==> config.mk <==
export PLATFORM = sky130hd
export DESIGN_NAME = cpu_bus_fabric
export DESIGN_NICKNAME = d
export VERILOG_FILES = /design/src/rtl/cpu_bus_fabric.sv
export SDC_FILE = /design/constraint.sdc
export NUM_CORES = 1
export LEC_CHECK = 0
export ABC_AREA = 1
export ABC_CLOCK_PERIOD_IN_PS = 1850
export CORE_ASPECT_RATIO = 1.4
export CORE_MARGIN = 10
export CORE_UTILIZATION = 35
export CTS_CLUSTER_SIZE = 24
export DETAILED_ROUTE_END_ITERATION = 10
export GPL_TIMING_DRIVEN = 0
export PLACE_DENSITY_LB_ADDON = 0.12
export SYNTH_ARGS = -nofsm -noshare
export SYNTH_HDL_FRONTEND = slang
export SYNTH_SLANG_ARGS = --single-unit
==> constraint.sdc <==
create_clock -name CLK -period 1.85 [get_ports CLK]
set_input_delay 0.37 -clock CLK [delete_from_list [all_inputs] [get_ports CLK]]
set_output_delay 0.37 -clock CLK [all_outputs]
set_load 0.03 [all_outputs]
==> src/rtl/cpu_bus_fabric.sv <==
// CPU-side memory-map fabric: range decode with per-slave mirroring, registered read return,
// open-bus latch and an optional page-copy DMA engine (enabled with `define CPU_BUS_DMA_EN).
module cpu_bus_fabric #(
  parameter int                          ADDR_W     = 16,
  parameter int                          DATA_W     = 8,
  parameter int                          NUM_SLAVES = 4,
  parameter logic [NUM_SLAVES*ADDR_W-1:0] SLV_BASE  = {16'h4020, 16'h4000, 16'h2000, 16'h0000},
  parameter logic [NUM_SLAVES*ADDR_W-1:0] SLV_LIMIT = {16'hFFFF, 16'h401F, 16'h3FFF, 16'h1FFF},
  parameter logic [NUM_SLAVES*ADDR_W-1:0] SLV_MASK  = {16'hFFFF, 16'h001F, 16'h0007, 16'h07FF},
  parameter logic [ADDR_W-1:0]           DMA_REG    = 16'h4014,
  parameter logic [ADDR_W-1:0]           DMA_DST    = 16'h2004,
  parameter int                          DMA_LEN    = 256
) (
  input  logic                         CLK,
  input  logic                         RESET_n,
  input  logic [ADDR_W-1:0]            CPU_ADDR,
  input  logic [DATA_W-1:0]            CPU_DATA_OUT,
  input  logic                         CPU_RW_n,
  output logic                         CPU_ENABLE,
  output logic [DATA_W-1:0]            CPU_DATA_IN,
  output logic [ADDR_W-1:0]            SLV_ADDR,
  output logic [DATA_W-1:0]            SLV_WDATA,
  output logic [NUM_SLAVES-1:0]        SLV_WREN,
  output logic [NUM_SLAVES-1:0]        SLV_RDEN,
  input  logic [NUM_SLAVES*DATA_W-1:0] SLV_RDATA,
  output logic                         DMA_ACTIVE
);
  localparam int SEL_W = (NUM_SLAVES > 1) ? $clog2(NUM_SLAVES) : 1;

  logic [SEL_W-1:0]  dec_sel, sel_q, sel_d;
  logic              dec_hit, hit_q, hit_d;
  logic [DATA_W-1:0] open_bus_q, open_bus_d, ret_data, acc_wdata;
  logic [ADDR_W-1:0] acc_addr, dec_mask;
  logic              acc_rd, acc_wr, dma_act;

  assign ret_data = SLV_RDATA[int'(sel_q)*DATA_W +: DATA_W];

`ifdef CPU_BUS_DMA_EN
  localparam int IDX_W = ADDR_W - DATA_W;
  typedef enum logic [2:0] {S_IDLE, S_HALT, S_ALIGN, S_RD, S_WR} state_t;

  state_t            state_q, state_d;
  logic [DATA_W-1:0] page_q, page_d;
  logic [IDX_W-1:0]  idx_q, idx_d;
  logic              parity_q, parity_d;

  // The bus master is muxed here: the CPU in IDLE, the DMA engine otherwise.
  always_comb begin
    state_d   = state_q;
    page_d    = page_q;
    idx_d     = idx_q;
    parity_d  = !parity_q;
    dma_act   = (state_q != S_IDLE);
    acc_rd    = CPU_RW_n;
    acc_wr    = !CPU_RW_n;
    acc_addr  = CPU_ADDR;
    acc_wdata = CPU_DATA_OUT;
    case (state_q)
      S_IDLE: if (!CPU_RW_n && CPU_ADDR == DMA_REG) begin
        state_d = S_HALT;
        page_d  = CPU_DATA_OUT;
        idx_d   = '0;
      end
      S_HALT: begin
        acc_rd  = 1'b0;
        acc_wr  = 1'b0;
        state_d = parity_q ? S_ALIGN : S_RD;
      end
      S_ALIGN: begin
        acc_rd  = 1'b0;
        acc_wr  = 1'b0;
        state_d = S_RD;
      end
      S_RD: begin
        acc_rd   = 1'b1;
        acc_wr   = 1'b0;
        acc_addr = {page_q, idx_q};
        state_d  = S_WR;
      end
      S_WR: begin
        acc_rd    = 1'b0;
        acc_wr    = 1'b1;
        acc_addr  = DMA_DST;
        acc_wdata = hit_q ? ret_data : open_bus_q;
        idx_d     = idx_q + 1'b1;
        state_d   = (idx_q == IDX_W'(DMA_LEN - 1)) ? S_IDLE : S_RD;
      end
      default: state_d = S_IDLE;
    endcase
  end

  always_ff @(posedge CLK) begin
    if (!RESET_n) begin
      state_q  <= S_IDLE;
      page_q   <= '0;
      idx_q    <= '0;
      parity_q <= 1'b0;
    end else begin
      state_q  <= state_d;
      page_q   <= page_d;
      idx_q    <= idx_d;
      parity_q <= parity_d;
    end
  end
`else
  always_comb begin
    dma_act   = 1'b0;
    acc_rd    = CPU_RW_n;
    acc_wr    = !CPU_RW_n;
    acc_addr  = CPU_ADDR;
    acc_wdata = CPU_DATA_OUT;
  end
`endif

  // Scan from the top index down so the lowest matching slave wins.
  always_comb begin
    dec_hit = 1'b0;
    dec_sel = '0;
    for (int i = NUM_SLAVES - 1; i >= 0; i--) begin
      if (acc_addr >= SLV_BASE[i*ADDR_W +: ADDR_W] && acc_addr <= SLV_LIMIT[i*ADDR_W +: ADDR_W]) begin
        dec_hit = 1'b1;
        dec_sel = SEL_W'(i);
      end
    end
  end

  assign dec_mask = SLV_MASK[int'(dec_sel)*ADDR_W +: ADDR_W];

  always_comb begin
    SLV_WREN = '0;
    SLV_RDEN = '0;
    SLV_ADDR = '0;
    if (RESET_n && dec_hit && (acc_rd || acc_wr)) begin
      SLV_ADDR          = acc_addr & dec_mask;
      SLV_WREN[dec_sel] = acc_wr;
      SLV_RDEN[dec_sel] = acc_rd;
    end
  end

  assign SLV_WDATA   = acc_wdata;
  assign CPU_ENABLE  = !dma_act;
  assign DMA_ACTIVE  = dma_act;
  assign CPU_DATA_IN = (hit_q && !dma_act) ? ret_data : open_bus_q;

  // A CPU write in the same cycle as a read return takes the open-bus latch.
  always_comb begin
    hit_d      = acc_rd && dec_hit;
    sel_d      = dec_sel;
    open_bus_d = open_bus_q;
    if (hit_q) open_bus_d = ret_data;
    if (acc_wr && !dma_act) open_bus_d = CPU_DATA_OUT;
  end

  always_ff @(posedge CLK) begin
    if (!RESET_n) begin
      hit_q      <= 1'b0;
      sel_q      <= '0;
      open_bus_q <= '0;
    end else begin
      hit_q      <= hit_d;
      sel_q      <= sel_d;
      open_bus_q <= open_bus_d;
    end
  end
endmodule

======== Word level (Yosys, flattened, before mapping) ========
Cells that the tools add are included.
W data, S select, Z words.
cells by class
  bitwise logic cells ..................... 3
  magnitude comparators ................... 10
  mux-type cells .......................... 15
  reductions and logical operators ........ 8
  shifts and indexed selects .............. 2
operators by type and width
  kind                        count
  $shiftx A64 B7 Y16 const A  1
  $ge A16 B15 Y1 const B      2
  $shiftx A32 B6 Y8           1
  $and A16 B16 Y16            1
  $ge A16 B1 Y1 const B       1
  $ge A16 B14 Y1 const B      1
  $le A16 B13 Y1 const B      1
  $le A16 B14 Y1 const B      1
  $le A16 B15 Y1 const B      1
  $le A16 B16 Y1 const B      1
  $mux W16                    1
  $mux W8                     2
  $and A4 B4 Y4               2
  $mux W2                     4
  $mux W4                     2
  $logic_and A1 B1 Y1         7
  $mux W1                     5
  $lt A2 B3 Y1 const B        1
  $demux W1 S2                1
  $ge A2 B1 Y1 const B        1
  $logic_not A1 Y1            1
word-level totals
  logic and storage cells ................. 41
  input port bits ......................... 59
  register bits after elaboration ......... 11
  output and inout bits ................... 42

======== Logic depth before layout (Yosys ltp) ========
  word-level depth ........................ 12
  depth in mapped cells ................... 8
  mapped depth without buffers ............ 8

======== Worst setup path before layout ========
OpenSTA, ideal clock, no wires.
  path type ............................... input -> output
  from .................................... in CPU_ADDR[15]
  to ...................................... out SLV_ADDR[5]
  slack ................................... -465 ps
  data arrival time ....................... 1945 ps
  stages .................................. 6
  cell sequence ........................... nor2_1 o21bai_1 nand2_1 inv_2 ha_1 nor3_1
between the ends
  cells in the longest elaborated chain, start to end .. 9
  elaborated cells between the ends (all ways) .. 24
  those cells by class .................... 8 x order compare; 1 x shift; 9 x mux; 1 x bitwise; 5 x reduce/logical
ends and longest elaborated chain
  element                                           line  text
  from (decl)                                       16    input logic [ADDR_W-1:0] CPU_ADDR,
  $ge A16 B15 Y1 or $le A16 B16 Y1 (tied branches)  120   if (acc_addr >= SLV_BASE[i*ADDR_W +: ADDR_W] && acc_addr <= SLV_LIMIT[i*ADDR_W +: ADDR_W]) begin
  $logic_and A1 B1 Y1                               120
  $mux W2 (3 in a row)                              120
  $mux W2 *                                         120
  via dec_sel[0]                                    30    logic [SEL_W-1:0] dec_sel, sel_q, sel_d;
  $shiftx A64 B7 Y16 *                              127   assign dec_mask = SLV_MASK[int'(dec_sel)*ADDR_W +: ADDR_W];
  $and A16 B16 Y16 *                                134   SLV_ADDR = acc_addr & dec_mask;
  $mux W16 *                                        133   if (RESET_n && dec_hit && (acc_rd || acc_wr)) begin
  to (decl)                                         21    output logic [ADDR_W-1:0] SLV_ADDR,
The timed path passes the listed nets; every way through them passes the cells marked *.

======== Worst setup path in the final report ========
  from .................................... in CPU_ADDR[11]
  to ...................................... out SLV_ADDR[8]
Same word-level chain as after synthesis.

==> flow_metrics.tcl <==
set metrics [dict create \
    outcome "finished, violations left" \
    failed_checks "setup timing" \
    crit_fanout 4 \
    antenna_cells 0 \
    drtAntennaViolNets 0 \
    setup_ws_ps -109 \
    grt_util_met1_pct 14.5 \
    die_y_um 94.5 \
    num_rows 27 \
    cts_buffer_depth 2 \
    grt_max_degree 11 \
    vdd_drop_max_mv 0.344 \
    r2r_slack_ps 800 \
    endpoint_kind "output port" \
    yosysTopAreaCell "dfxtp_1" \
    clock_skew_ps 5.60 \
    cellLeakagePower_nw 1.44 \
    drt-vias-per-instance 4.46 \
    area_growth_pct 104 \
    worst_skew_pair.late_latency_ps 240 \
    clkTransAtPathRegs_ps 50 \
    gp_congestion 0.770 \
    drt_wl_total_um 5310 \
    required_ps 1480 \
    yosysUniqueCellTypes 24 \
    synth_xor_xnor_area_share_pct 0 \
    grt_antenna_before_repair 0 \
    first_pass_iters 4 \
    drv_cap 0 \
    ys_warn_count 0 \
    io_buffers 98 \
    fin_crit_ps 1960 \
    min_path_type "input port to register" \
    synthCells 225 \
    synth_top_family_by_area "simple AND/OR/NAND/NOR gates" \
    synth_top_area_share_pct 15.9 \
    synthMuxAreaShare_pct 0 \
    top_usage_layer "met2" \
    dieWidth_um 73.2 \
    postLayoutCoreUtil_pct 72.8 \
    grt_pass1_vias 1743 \
    grt_util_all_layers_pct 14.7 \
    rsz0062_at_grt "true" \
    core_area_um2 3880 \
    syn_nets 289 \
    boundaryPins 101 \
    ys_ff_latch 11 \
    grt_pass1_wl_um 8280 \
    synth_area_um2 1390 \
    finalPower_w 0.00119 \
    drive_gt1_share_pct 45.9 \
    cts_tree "done" \
    cts_root_buf "clkbuf_8" \
    initial_utilization_pct 35.7 \
    dieArea_um2 6910 \
    powerDensity_nw_per_um2 420 \
    initialDrtViolationCount 44 \
    synth-simple-area-share_pct 52.8 \
    grtUsageMet2_pct 27.2 \
    grt-ovfl-total 0 \
    hold_viol 0 \
    wl_per_cell_um 13.3 \
    vias 1784 \
    critPathArrivalTime_ps 1590 \
    htreeDepth 1 \
    cts.sinks 11 \
    worstSetupPathType "input port to output port" \
    start_kind "input port" \
    holdBufCountCts 0 \
    synth_compound_area_share_pct 0.903 \
    dp_hpwl_um 4040 \
    synth_fa_ha_area_share_pct 4.51 \
    syn_avg_cell_area_um2 6.16 \
    fin_nets 422 \
    finalSetupViolCount 17 \
    drc 0 \
    numCtsBuffers 3 \
    ys_seq_area_share_pct 15.9 \
    max_freq_mhz 511 \
    grtUsageMet3_pct 6.61 \
    slew_violations 0 \
    min_period_over_period_pct 106 \
    ys_top_cells_by_area "dfxtp_1 (16%), nand2_1 (14%), nand3_2 (13%)" \
]
-- critical path, cell delays in order --
cell and delay [ps]:
buf_6 100, nor2_4 100, nand3_2 100, o21bai_4 160
nand2_4 90, inv_4 70, ha_4 240, nor3_4 200
buf_6 160
-- power by group --
group	switching [W]	internal (W)	leakage (nW)
Sequential	0.00000544	0.000255	0.0915
Combinational	0.000350	0.000341	1.32
Clock	0.0000890	0.000148	0.0255
-- cell usage after synthesis, drive strengths merged --
cell type	count
ha	5
nor2	22
clkinv	13
nand3	34
clkbuf	1
buf	15
inv	37
and2	8
o21bai	1
dfxtp	11
conb	2
or2	8
a21oi	1
nor3	4
nand2	63
-- state kept, by name, summed over array words and instances (netlist names) --
name        count
hit_q           1
open_bus_q      8
sel_q           2
-- layout by cell type, fill, tap and decap left out, drive strengths merged, types with 2 or more instances in the layout --
cell type | Yosys | routed
nor3 | 4 | 4
clkbuf | 1 | 9
inv | 37 | 39
dfxtp | 11 | 11
nand3 | 34 | 34
conb | 2 | 2
buf | 15 | 78
clkdlybuf4s15 | 0 | 4
clkdlybuf4s50 | 0 | 46
clkinv | 13 | 12
nor2 | 22 | 22
dlygate4sd2 | 0 | 10
ha | 5 | 5
or2 | 8 | 8
nand2 | 63 | 63
and2 | 8 | 8
-- kinds of logic (layout without fill, tap and decap cells) --
group / Yosys count / after routing
fa+ha+maj: 5 / 5
buf+inv: 66 / 198
compound gates: 2 / 2
other cells: 2 / 2
simple gates: 139 / 139
flops: 11 / 11
-- layout make-up --
type                    count  area [µm²]
repair buffers            128        1150
fillers                   312        1060
multi-input cells         148         985
flip-flops and latches     11         220
inverters                  50         218
plain buffers              16         154
well taps                  43        53.8
clock buffers               3        41.3
clock inverters             1        5.00
-- metal layers --
layer	vias up	part of all wire [%]
met5	-	0
met4	0	1.1
met3	6	10
met2	68	53
met1	790	35
li1	920	-
-- through the flow --
| stage | setup TNS (ps) | hold slack [ps] | instances | setup WS, ps | area [µm²] |
|---|---|---|---|---|---|
| after global routing | -2190 | 508 | 400 | -175 | 2830 |
| final | -1170 | 475 | 400 | -109 | 2830 |
| after global placement | -27550 | 524 | 366 | -1150 | 2490 |
| after detailed placement | -27910 | 532 | 366 | -1160 | 2490 |
| after floorplan | -33.1 | 480 | 225 | -16.6 | 1450 |
| after CTS | -472 | 459 | 393 | -144 | 2700 |
-- timing repair --
item / in CTS / in global routing
pin swaps: 16 / 11
setup buffers: 24 / 7
gates resized for setup: 247 / 44
setup endpoints to repair: 40 / 29
-- path summary, 6_finish.rpt --
path | depth (start not counted) | startpoint | end
worst max-delay path | 9 | CPU_ADDR[11] | SLV_ADDR[8]
worst min-delay path | 4 | CPU_ADDR[15] | sel_q[1]$_SDFF_PN0_
worst max register to register | 8 | sel_q[0]$_SDFF_PN0_ | open_bus_q[3]$_SDFF_PN0_
worst min register to register | 3 | open_bus_q[5]$_SDFF_PN0_ | open_bus_q[5]$_SDFF_PN0_
No activity file was read; power rests on OpenSTA's default activity.
